## config.mk

```make
export PLATFORM = sky130hd
export DESIGN_NAME = gen_consumer
export DESIGN_NICKNAME = d
export VERILOG_FILES = /design/src/rtl/gen_pkg.sv /design/src/rtl/gen_sync_fifo.sv /design/src/rtl/gen_consumer.sv
export SDC_FILE = /design/constraint.sdc
export NUM_CORES = 1
export LEC_CHECK = 0
export BUFFER_PORTS_ARGS = -buffer_cell sky130_fd_sc_hd__buf_2
export CORE_MARGIN = 5
export CORE_UTILIZATION = 55
export DETAILED_ROUTE_END_ITERATION = 10
export PLACE_DENSITY = 0.76
export SYNTH_ARGS = -nofsm -noshare
export SYNTH_HDL_FRONTEND = slang
export SYNTH_SLANG_ARGS = --single-unit
```

## constraint.sdc

```tcl
create_clock -name __clock -period 8.52 [get_ports __clock]
set_input_delay 1.278 -clock __clock [delete_from_list [all_inputs] [get_ports __clock]]
set_output_delay 1.278 -clock __clock [all_outputs]
set_load 0.05 [all_outputs]
```

## src/rtl/gen_pkg.sv

```systemverilog
// Shared definitions for generator endpoints: controller state codes and default data width.
package gen_pkg;

    localparam int unsigned GEN_WIDTH = 32;

    typedef logic [2:0] gen_state_t;

    localparam gen_state_t ST_IDLE   = 3'd0;
    localparam gen_state_t ST_LAUNCH = 3'd1;
    localparam gen_state_t ST_RUN    = 3'd2;
    localparam gen_state_t ST_DRAIN  = 3'd3;
    localparam gen_state_t ST_FIN    = 3'd4;

endpackage

```

## src/rtl/gen_sync_fifo.sv

```systemverilog
// Single-clock first-word-fall-through FIFO; head shows the oldest entry whenever non-empty.
module gen_sync_fifo
    import gen_pkg::*;
#(
    parameter int unsigned WIDTH = GEN_WIDTH,
    parameter int unsigned DEPTH = 8
) (
    input  logic                     clk,
    input  logic                     rst,
    input  logic                     push,
    input  logic [WIDTH-1:0]         push_data,
    input  logic                     pop,
    output logic [WIDTH-1:0]         head,
    output logic                     full,
    output logic                     empty,
    output logic [$clog2(DEPTH):0]   level
);

    localparam int unsigned AW = $clog2(DEPTH);

    logic [WIDTH-1:0] mem_q [DEPTH];
    logic [AW-1:0]    wr_ptr_q;
    logic [AW-1:0]    rd_ptr_q;
    logic [AW:0]      level_q;
    logic             push_en;
    logic             pop_en;

    assign full    = (level_q == (AW+1)'(DEPTH));
    assign empty   = (level_q == '0);
    assign level   = level_q;
    assign head    = mem_q[rd_ptr_q];
    assign push_en = push && !full;
    assign pop_en  = pop && !empty;

    always_ff @(posedge clk or posedge rst) begin
        if (rst) begin
            for (int unsigned i = 0; i < DEPTH; i++) begin
                mem_q[i] <= '0;
            end
            wr_ptr_q <= '0;
            rd_ptr_q <= '0;
            level_q  <= '0;
        end else begin
            if (push_en) begin
                mem_q[wr_ptr_q] <= push_data;
                wr_ptr_q        <= wr_ptr_q + AW'(1);
            end
            if (pop_en) begin
                rd_ptr_q <= rd_ptr_q + AW'(1);
            end
            unique case ({push_en, pop_en})
                2'b10:   level_q <= level_q + (AW+1)'(1);
                2'b01:   level_q <= level_q - (AW+1)'(1);
                default: level_q <= level_q;
            endcase
        end
    end

endmodule

```

## src/rtl/gen_consumer.sv

```systemverilog
// Consumer endpoint: launches a generator run, buffers its yields and re-streams them downstream.
module gen_consumer
    import gen_pkg::*;
#(
    parameter int unsigned WIDTH = GEN_WIDTH,
    parameter int unsigned DEPTH = 8,
    parameter int unsigned CNT_W = 16
) (
    input  logic             __clock,
    input  logic             __reset,
    input  logic             __start,
    output logic             __done,
    output logic             gen_start,
    output logic             gen_ready,
    input  logic             gen_valid,
    input  logic             gen_done,
    input  logic [WIDTH-1:0] gen_output_0,
    output logic             __valid,
    input  logic             __ready,
    output logic [WIDTH-1:0] __output_0,
    output logic [CNT_W-1:0] count
);

    gen_state_t          state_q, state_d;
    logic [CNT_W-1:0]    count_q, count_d;
    logic                fifo_full;
    logic                fifo_empty;
    logic [$clog2(DEPTH):0] fifo_level;
    logic                push;
    logic                pop;

    // Ready depends only on registered occupancy, so a full FIFO stalls even when popping.
    assign gen_ready = (state_q == ST_RUN) && !fifo_full;
    assign gen_start = (state_q == ST_LAUNCH);
    assign __done    = (state_q == ST_FIN);
    assign __valid   = !fifo_empty;
    assign push      = gen_ready && gen_valid;
    assign pop       = __valid && __ready;
    assign count     = count_q;

    gen_sync_fifo #(
        .WIDTH(WIDTH),
        .DEPTH(DEPTH)
    ) u_fifo (
        .clk       (__clock),
        .rst       (__reset),
        .push      (push),
        .push_data (gen_output_0),
        .pop       (pop),
        .head      (__output_0),
        .full      (fifo_full),
        .empty     (fifo_empty),
        .level     (fifo_level)
    );

    always_comb begin
        state_d = state_q;
        count_d = count_q;
        case (state_q)
            ST_IDLE: begin
                if (__start) begin
                    state_d = ST_LAUNCH;
                    count_d = '0;
                end
            end
            ST_LAUNCH: state_d = ST_RUN;
            ST_RUN: begin
                if (gen_ready && gen_done) begin
                    state_d = ST_DRAIN;
                end
            end
            ST_DRAIN: begin
                if (fifo_level == '0) begin
                    state_d = ST_FIN;
                end
            end
            ST_FIN:  state_d = ST_IDLE;
            default: state_d = ST_IDLE;
        endcase
        if (push && (count_q != '1)) begin
            count_d = count_q + CNT_W'(1);
        end
    end

    always_ff @(posedge __clock or posedge __reset) begin
        if (__reset) begin
            state_q <= ST_IDLE;
            count_q <= '0;
        end else begin
            state_q <= state_d;
            count_q <= count_d;
        end
    end

endmodule

```

* Word level (Yosys, flattened, before mapping)
Cells that the tools add are included.
** Cells by class
- Add/sub/neg operators :: 5
- Bitwise logic cells :: 2
- Equal/unequal tests :: 11
- Muxes and demuxes :: 14
- Magnitude comparators :: 3
- Reductions and logical operators :: 17
** Operators with widths (number)
- $bwmux 256 :: 1
- $bmux 32 s3 :: 1
- $demux 32 s3 :: 1
- $mux 32 :: 3
- $mux 16 :: 3
- $add 16x1->16 const B :: 1
- $ne 16x16->1 const B :: 1
- $pmux 3 s4 :: 1
- $mux 3 :: 3
- $ge 4x4->1 const B :: 2
- $logic_and 1x1->1 :: 8
- $not 3->4 :: 2
- $pmux 4 s2 :: 1
- $add 3x1->3 const B :: 2
- $eq 3x2->1 const B :: 2
- $reduce_bool 2->1 :: 3
- $add 4x1->4 const B :: 1
- $eq 4x4->1 const B :: 1
- $logic_not 4->1 :: 1
- $lt 4x1->1 const B :: 1
- $ne 2x1->1 const B :: 2
- $sub 4x1->4 const B :: 1
- $eq 3x1->1 const B :: 1
- $eq 3x3->1 const B :: 1
- 7 further kinds :: 8
** Storage, ports and cells
- Register bits :: 285
- Input bits :: 38

* Longest topological paths before layout
Gate-level depths: netlist of the first run.
- Word-level depth :: 7
- Depth in mapped cells :: 12
- Depth with buffers taken out :: 10

* Hierarchy
Synthesis of the first run repeated with hierarchy kept, for this count alone.
** Unflattened totals
- Cells, all modules :: 844
- Area total of the unflattened synthesis :: 13799.5 sq um
** Modules (own cells, without submodules)
- gen_sync_fifo :: instances 1, cells an instance 720, area an instance 12628.4 sq um
- gen_consumer :: instances 1, cells an instance 124, area an instance 1171.1 sq um

* Least setup slack after synthesis of the first run
Ideal clock, no wire load.
- Path type :: register to output
- Start :: reg u_fifo.level_q[3], in the netlist u_fifo.level[3]
- End :: out gen_ready
- Data arrival time :: 2.182 ns
- Cell stages (with the launch flop) :: 3
- Path slack :: 5.060 ns
- Path through :: dfrtp_1 > or4b_4 > nor4b_1
** On the way
- Longest elaborated chain between the ends :: 3
** RTL lines
- from (decl) :: RTL line gen_sync_fifo.sv:24 : logic [AW:0] level_q;
- from (signal assigned) :: RTL line gen_sync_fifo.sv:52 : 2'b10: level_q <= level_q + (AW+1)'(1);
- from (signal assigned) :: RTL line gen_sync_fifo.sv:53 : 2'b01: level_q <= level_q - (AW+1)'(1);
- from (signal assigned) :: RTL line gen_sync_fifo.sv:54 : default: level_q <= level_q;
- $eq 4x4->1 :: RTL line gen_sync_fifo.sv:28 : assign full = (level_q == (AW+1)'(DEPTH));
- $logic_not 1->1 :: RTL line gen_consumer.sv:33 : assign gen_ready = (state_q == ST_RUN) && !fifo_full;
- $logic_and 1x1->1 :: RTL line gen_consumer.sv:33
- to (decl) :: RTL line gen_consumer.sv:14 : output logic gen_ready,
Every way passes these cells.

* Final worst setup path of the first run
- Start :: reg u_fifo.rd_ptr_q[0]
- End :: out __output_0[13]
** On the way
- Longest elaborated chain between the ends :: 4
** RTL lines
- from (decl) :: RTL line gen_sync_fifo.sv:23 : logic [AW-1:0] rd_ptr_q;
- from (signal assigned) :: RTL line gen_sync_fifo.sv:49 : rd_ptr_q <= rd_ptr_q + AW'(1);
- $not 3->4 (implied by the code) :: RTL line gen_sync_fifo.sv:31 : assign head = mem_q[rd_ptr_q];
- $bmux 32 s3 :: RTL line gen_sync_fifo.sv:31
- $mux 32 (implied by the code) (2 in a row) :: RTL line gen_sync_fifo.sv:31
- to (decl) :: RTL line gen_consumer.sv:20 : output logic [WIDTH-1:0] __output_0,
Every way passes these cells. The select of a mux whose other input is x is not followed.

==> metrics.md, run 1 <==
| Metric | Value |
|---|---|
| Status | finished, final reports clean |
| Crit path DAT | 3.22 ns |
| Routed met1 length | around 12 mm |
| Lkg Pwr | 6.717 nW |
| Synth cell types | 52 |
| CP Cell Sequence | buf_4 -> mux4_2 -> mux2_2 -> buf_2 |
| Vias in the first global route | 7919 |
| Worst Tran Pin Value | 1.061 ns |
| Post-synth EDFFs | 0 |
| Commonest non-fill, non-tap cells in the layout | 282 x dfrtp_1, 256 x mux2_2, 89 x buf_2 |
| Worst-skew pair later-pin latency | 0.55 ns |
| Crit Path Max Fanout | 37 |
| WL/cell | 20.79 um |
| Post-CTS setup buffers | 0 |
| Placed cell area | 13820 um2 |
| CP Class | reg -> out |
| Post-synthesis cell area | roughly 13000 um2 |
| Cell at the slowest stage of the critical path | dfrtp_4 |
| Initial antenna violation count | 1 |
| Mean Syn Cell Area | 16.00 um2 |
| Synth-to-Final Area Change | 11.65% |
| Max H-tree Level | 1 |
| Register area share after synthesis | 53.90% |
| Routed via count | 7397 |
| Post-synth net total | 871 |
| CP bufs+invs | 2 |
| Port bufs | a little under 90 |
| Ys Warns | 0 |
| Final hold viol count | 0 |
| DRC violation count after routing | 0 |
| Detailed Routing Iterations Pass 1 | 4 |
| Setup TNS Final | 0 ns |
| Pin count of the biggest net entering global routing | 203 |
| Post-DP HPWL | 14.77 mm |
| GRT Total Usage | 19.61% |
| Post-Route WL | 25.95 mm |
| Async S/R FF share, synth | 100.0% |
| Site Rows | 56 |
| CTS root buf | clkbuf_16 |
| CTS Hold Bufs | 0 |
| Max stage delay on crit path | 0.82 ns |
| Req. time, crit path | between 7 and 8 ns |
| Maximum vdd drop | 0.0002098 V |
| Yosys reg bits | 285 |
| Die area | 27260 um2 |
| Max capacitance violation total | 0 |
| Overflow after GRT | 0 |
| Element type at the critical path end | primary output |
| Fin crit share | 52.79% |
| CTS buffer count | 30 |
| Utilization after layout | a little over three fifths |
| Yosys top cell area share | 53.90% |
| Top sig layer | met5 |
| # diodes | 0 |
| Share of layout cells above drive strength 1 | 52.42% |
| Top_reg_cell synth | dfrtp_1 |
| Core ar. | 23610 um2 |
| Initial DRC Count | roughly 450 |
| CP Launch Type | register |
| Family with the most delay on the worst path | buffers and inverters |
| TritonCTS Sinks | around 290 |
| Chip height | 165.1 um |
| Die width | 165.1 um |
| Slew headroom | 29.25% |
| DR vias/cell | 5.927 |
| Max clock buf depth | 3 |
| FILL cells | 1806 |
| Final Non-Filler Cells | 1248 |
| Detail Route met2 WL | 12.59 mm |
| Worst Clk Skew | 0.01968 ns |
| I/O pin total | 90 |
| Ranking of synthesized cells by area | dfrtp_1 54%, mux2_2 22%, mux4_2 11% |
| Minimum clock period | 4.497 ns |
| Max Clk Rate | 0.2224 GHz |
| Pwr/cell area | 413.2 nW/um2 |
| Tightest Hold Check Type | reg -> reg |
| Placed insts | 1194 |
| Endpoints failing setup | 0 |
| Initial Util | 56.04% |
| GP Congestion | 0.7437 |
| Area leader, netlist | dfrtp_1 |
| First-pass GRT wire length | 42.72 mm |
| Most common cell after layout, fill and taps aside | dfrtp_1 |
| Tot Pwr | 0.006103 W |
| Unrepaired setup endpoints after global routing | false |
| Post-cts sizing count | 0 |
| Antenna Nets Post-Route | 0 |
| Max-slew violations | 0 |
| Fin nets | 951 |
| Final design instance area without fill | 14770 um2 |
| Worst-path clk slew | 0.06 ns |
| Synthesized instance count | 827 |
| Met3 WL | 945 um |
| CTS tree | yes |
[through the flow]
step	setup WS (ns)	hold slack [ns]
floorplan	3.465	0.4476
detailed placement	4.507	0.4763
CTS	3.907	0.4881
global route	3.779	0.4953
global placement	4.549	0.4658
finish	4.023	0.4827
[cells in the mapped netlist, drive strengths merged, types with 2 or more instances]
| library cell | instances |
|---|---|
| mux4 | 64 |
| nand3 | 8 |
| nand4 | 6 |
| and3b | 2 |
| xor2 | 4 |
| nand2 | 13 |
| nand3b | 2 |
| nor2 | 8 |
| nor4 | 8 |
| nor3b | 3 |
| clkbuf | 12 |
| inv | 6 |
| dfrtp | 285 |
| and3 | 2 |
| a21oi | 2 |
| or4 | 2 |
| o31ai | 3 |
| and2 | 4 |
| mux2 | 291 |
| xnor2 | 6 |
| ha | 6 |
| nand4b | 3 |
| nor2b | 3 |
| nor4b | 4 |
| o21ai | 6 |
| a221o | 11 |
| buf | 40 |
| nor3 | 11 |
[power by group]
group	switching, W	leakage, nW	internal, W
Combinational	0.00129	2.63	0.00121
Clock	0.000516	0.476	0.000728
Sequential	0.000437	3.61	0.00192
Total	0.00224	6.72	0.00386
[final timing paths]
kind | cells after the start | startpoint | to | slack [ns]
worst max register to register | 10 | u_fifo.level[2] | u_fifo.level[2] | 5.84
min in group asynchronous | 2 | __reset | count[15] | 0.72
worst max-delay path | 4 | u_fifo.rd_ptr_q[0] | __output_0[13] | 4.02
max in group asynchronous | 3 | __reset | u_fifo.rd_ptr_q[0] | 6.40
worst min-delay path | 1 | u_fifo.level[3] | u_fifo.level[3] | 0.48
worst min register to register | 1 | u_fifo.level[3] | u_fifo.level[3] | 0.48
[cell type report]
cell class	count	area [um2]	share of cell area, %
Sequential cell	285	7138	48.32
Multi-Input combinational cell	483	5705	38.62
Clock buffer	42	855.8	5.793
Timing Repair Buffer	100	540.5	3.659
Tap cell	319	399.1	2.702
Clock inverter	12	98.84	0.6691
Inverter	7	35.03	0.2371
[layer usage]
metal	vias to the layer above	GRT usage, %
li1	3285	-
met2	132	32.05
met1	3949	28.49
met3	29	2.780
met5	-	0
met4	2	4.121
[cell families after synthesis]
group                    Yosys count  share of synthesized area (%)
adder cells (fa/ha/maj)            6                         0.5674
AO/OA/AOI/OAI                     28                          1.712
AND/OR/NAND/NOR                   83                          4.444
buffers and inverters             59                          2.979
flip-flops                       285                          53.90
XOR/XNOR                          10                         0.6619
multiplexers                     356                          35.74
[sequential cells by signal (all words and copies together), names as in the netlist]
register / count
count: 16
u_fifo.mem_q: 256
u_fifo.level: 4
state_q: 3
u_fifo.rd_ptr_q: 3
u_fifo.wr_ptr_q: 3
No activity file was read; power rests on OpenSTA's default activity.
==> run 2: changes to the inputs <==
- clock period: 8.52 -> 3.8 ns (I/O delays scaled with it)
==> metrics.md, run 2 (synthesis results as in run 1) <==
| Metric | Value |
|---|---|
| Status | finished, final reports clean |
| Req. time, crit path | 3.23 ns (-4.01 ns) |
| Share of layout cells above drive strength 1 | 53.38% (+0.95 points) |
| Pwr/cell area | 934.3 nW/um2 (+130%) |
| CP Class | reg -> out |
| TritonCTS Sinks | 285 (unchanged) |
| CTS root buf | clkbuf_16 |
| Routed via count | 7554 (+2.1%) |
| Post-DP HPWL | 16.51 mm (+12%) |
| Final hold slack | 0.2407 ns (-0.2420 ns) |
| Die area | 27260 um2 (unchanged) |
| Max-slew violations | 0 (unchanged) |
| Post-Route WL | 27.15 mm (+4.6%) |
| Antenna Nets Post-Route | 0 (unchanged) |
| Vias in the first global route | 8211 (+3.7%) |
| Max capacitance violation total | 0 (unchanged) |
| Overflow after GRT | 0 (unchanged) |
| Final Non-Filler Cells | 1268 (+1.6%) |
| Initial antenna violation count | 2 (+1) |
| Max Clk Rate | 0.3084 GHz |
| Max clock buf depth | 3 (unchanged) |
| Element type at the critical path end | primary output |
| Tot Pwr | 0.01405 W (+130%) |
| Commonest non-fill, non-tap cells in the layout | 282 x dfrtp_1, 256 x mux2_2, 89 x buf_2 |
| GRT Total Usage | 20.78% (+1.2 points) |
| First-pass GRT wire length | 44.91 mm (+5.1%) |
| Lkg Pwr | 6.852 nW (+2.0%) |
| CTS buffer count | 30 (unchanged) |
| Minimum clock period | 3.243 ns |
| CTS Hold Bufs | 0 (unchanged) |
| CTS tree | yes |
| Initial DRC Count | 423 (-5.4%) |
| Maximum vdd drop | 0.0006401 V (+210%) |
| Site Rows | 56 (unchanged) |
| CP Launch Type | register |
| GP Congestion | 0.7573 (+1.8%) |
| WL/cell | 21.41 um (+3.0%) |
| Placed insts | 1211 (+1.4%) |
| Endpoints failing setup | 0 (unchanged) |
| Setup TNS Final | 0 ns (unchanged) |
| DR vias/cell | 5.957 (+0.51%) |
| Detailed Routing Iterations Pass 1 | 4 (unchanged) |
| Unrepaired setup endpoints after global routing | false |
| Top reg by flops | u_fifo.mem_q |
| Die width | 165.1 um (unchanged) |
| Utilization after layout | 63.67% (+1.1 points) |
| Post-CTS setup buffers | 0 (unchanged) |
| Worst-skew pair later-pin latency | 0.54 ns (about the same) |
| Post-cts sizing count | 0 (unchanged) |
| Tightest Hold Check Type | in -> async |
| Most common cell after layout, fill and taps aside | dfrtp_1 |
| Chip height | 165.1 um (unchanged) |
| I/O pin total | 90 (unchanged) |
| Worst Tran Pin Value | 0.9966 ns (-0.06473 ns) |
| Crit path DAT | 2.67 ns (-0.55 ns) |
| Max H-tree Level | 1 (unchanged) |
| Final hold viol count | 0 (unchanged) |
| Crit Path Max Fanout | 24 (-35%) |
| Pin count of the biggest net entering global routing | 83 (-59%) |
| Synth-to-Final Area Change | 13.62% |
| Worst Clk Skew | 0.01416 ns (-0.005522 ns) |
| Core ar. | 23610 um2 (unchanged) |
| Initial Util | 56.04% (unchanged) |
| Fin nets | 968 (+1.8%) |
| Fin crit share | 85.34% |
| Port bufs | 89 (unchanged) |
| Slew headroom | 33.42% (+4.2 points) |
| Max reg flops | 256 (unchanged) |
| Worst-path clk slew | 0.06 ns (about the same) |
| DRC violation count after routing | 0 (unchanged) |
-- run 2: per-layer routing --
layer	track usage, %	vias to the layer above	wire length [um]
met5	0	-	11
met4	4.159	2	445
met3	2.780	37	989
met2	35.08	144	13530
met1	29.40	4014	12170
li1	-	3357	-
-- run 2: critical path, cell delays in order (launching register included) --
cell,delay (ns)
dfrtp_4,0.77
buf_4,0.33
mux4_2,0.51
mux2_2,0.29
buf_2,0.22
-- run 2: power by group --
group	leakage, nW	switching [W]	internal [W]
clock network	0.508	0.00118	0.00178
registers	3.61	0.000962	0.00431
logic	2.74	0.00300	0.00281
-- run 2: worst paths after layout --
check | cells past startpoint | endpoint | startpoint | slack (ns)
max | 4 | __output_0[30] | u_fifo.rd_ptr_q[0] | 0.56
min | 2 | u_fifo.mem_q[97] | __reset | 0.24
max reg2reg | 5 | u_fifo.mem_q[86] | state_q[2] | 1.11
min reg2reg | 1 | u_fifo.level[3] | u_fifo.level[3] | 0.49
max in group asynchronous | 3 | u_fifo.mem_q[177] | __reset | 2.63
min in group __clock | 3 | state_q[0] | gen_done | 0.30
-- run 2: cell type report --
cell class                 instances  area [um2]
antenna                            1       2.502
clock buffer                      45       908.4
clock inverter                    11       113.9
fill                            1741        8579
inverter                           7       35.03
multi-input combinational        483        5705
sequential                       285        7138
tap                              319       399.1
timing repair buffer             117       730.7
-- run 2: stage by stage --
step	instance area, um2	worst slack (ns)
final	15030	0.5572
after global routing	15030	0.4073
after global placement	14010	1.026
after floorplan	13240	-0.5472
after detailed placement	14010	0.9946
after CTS	15030	0.4945
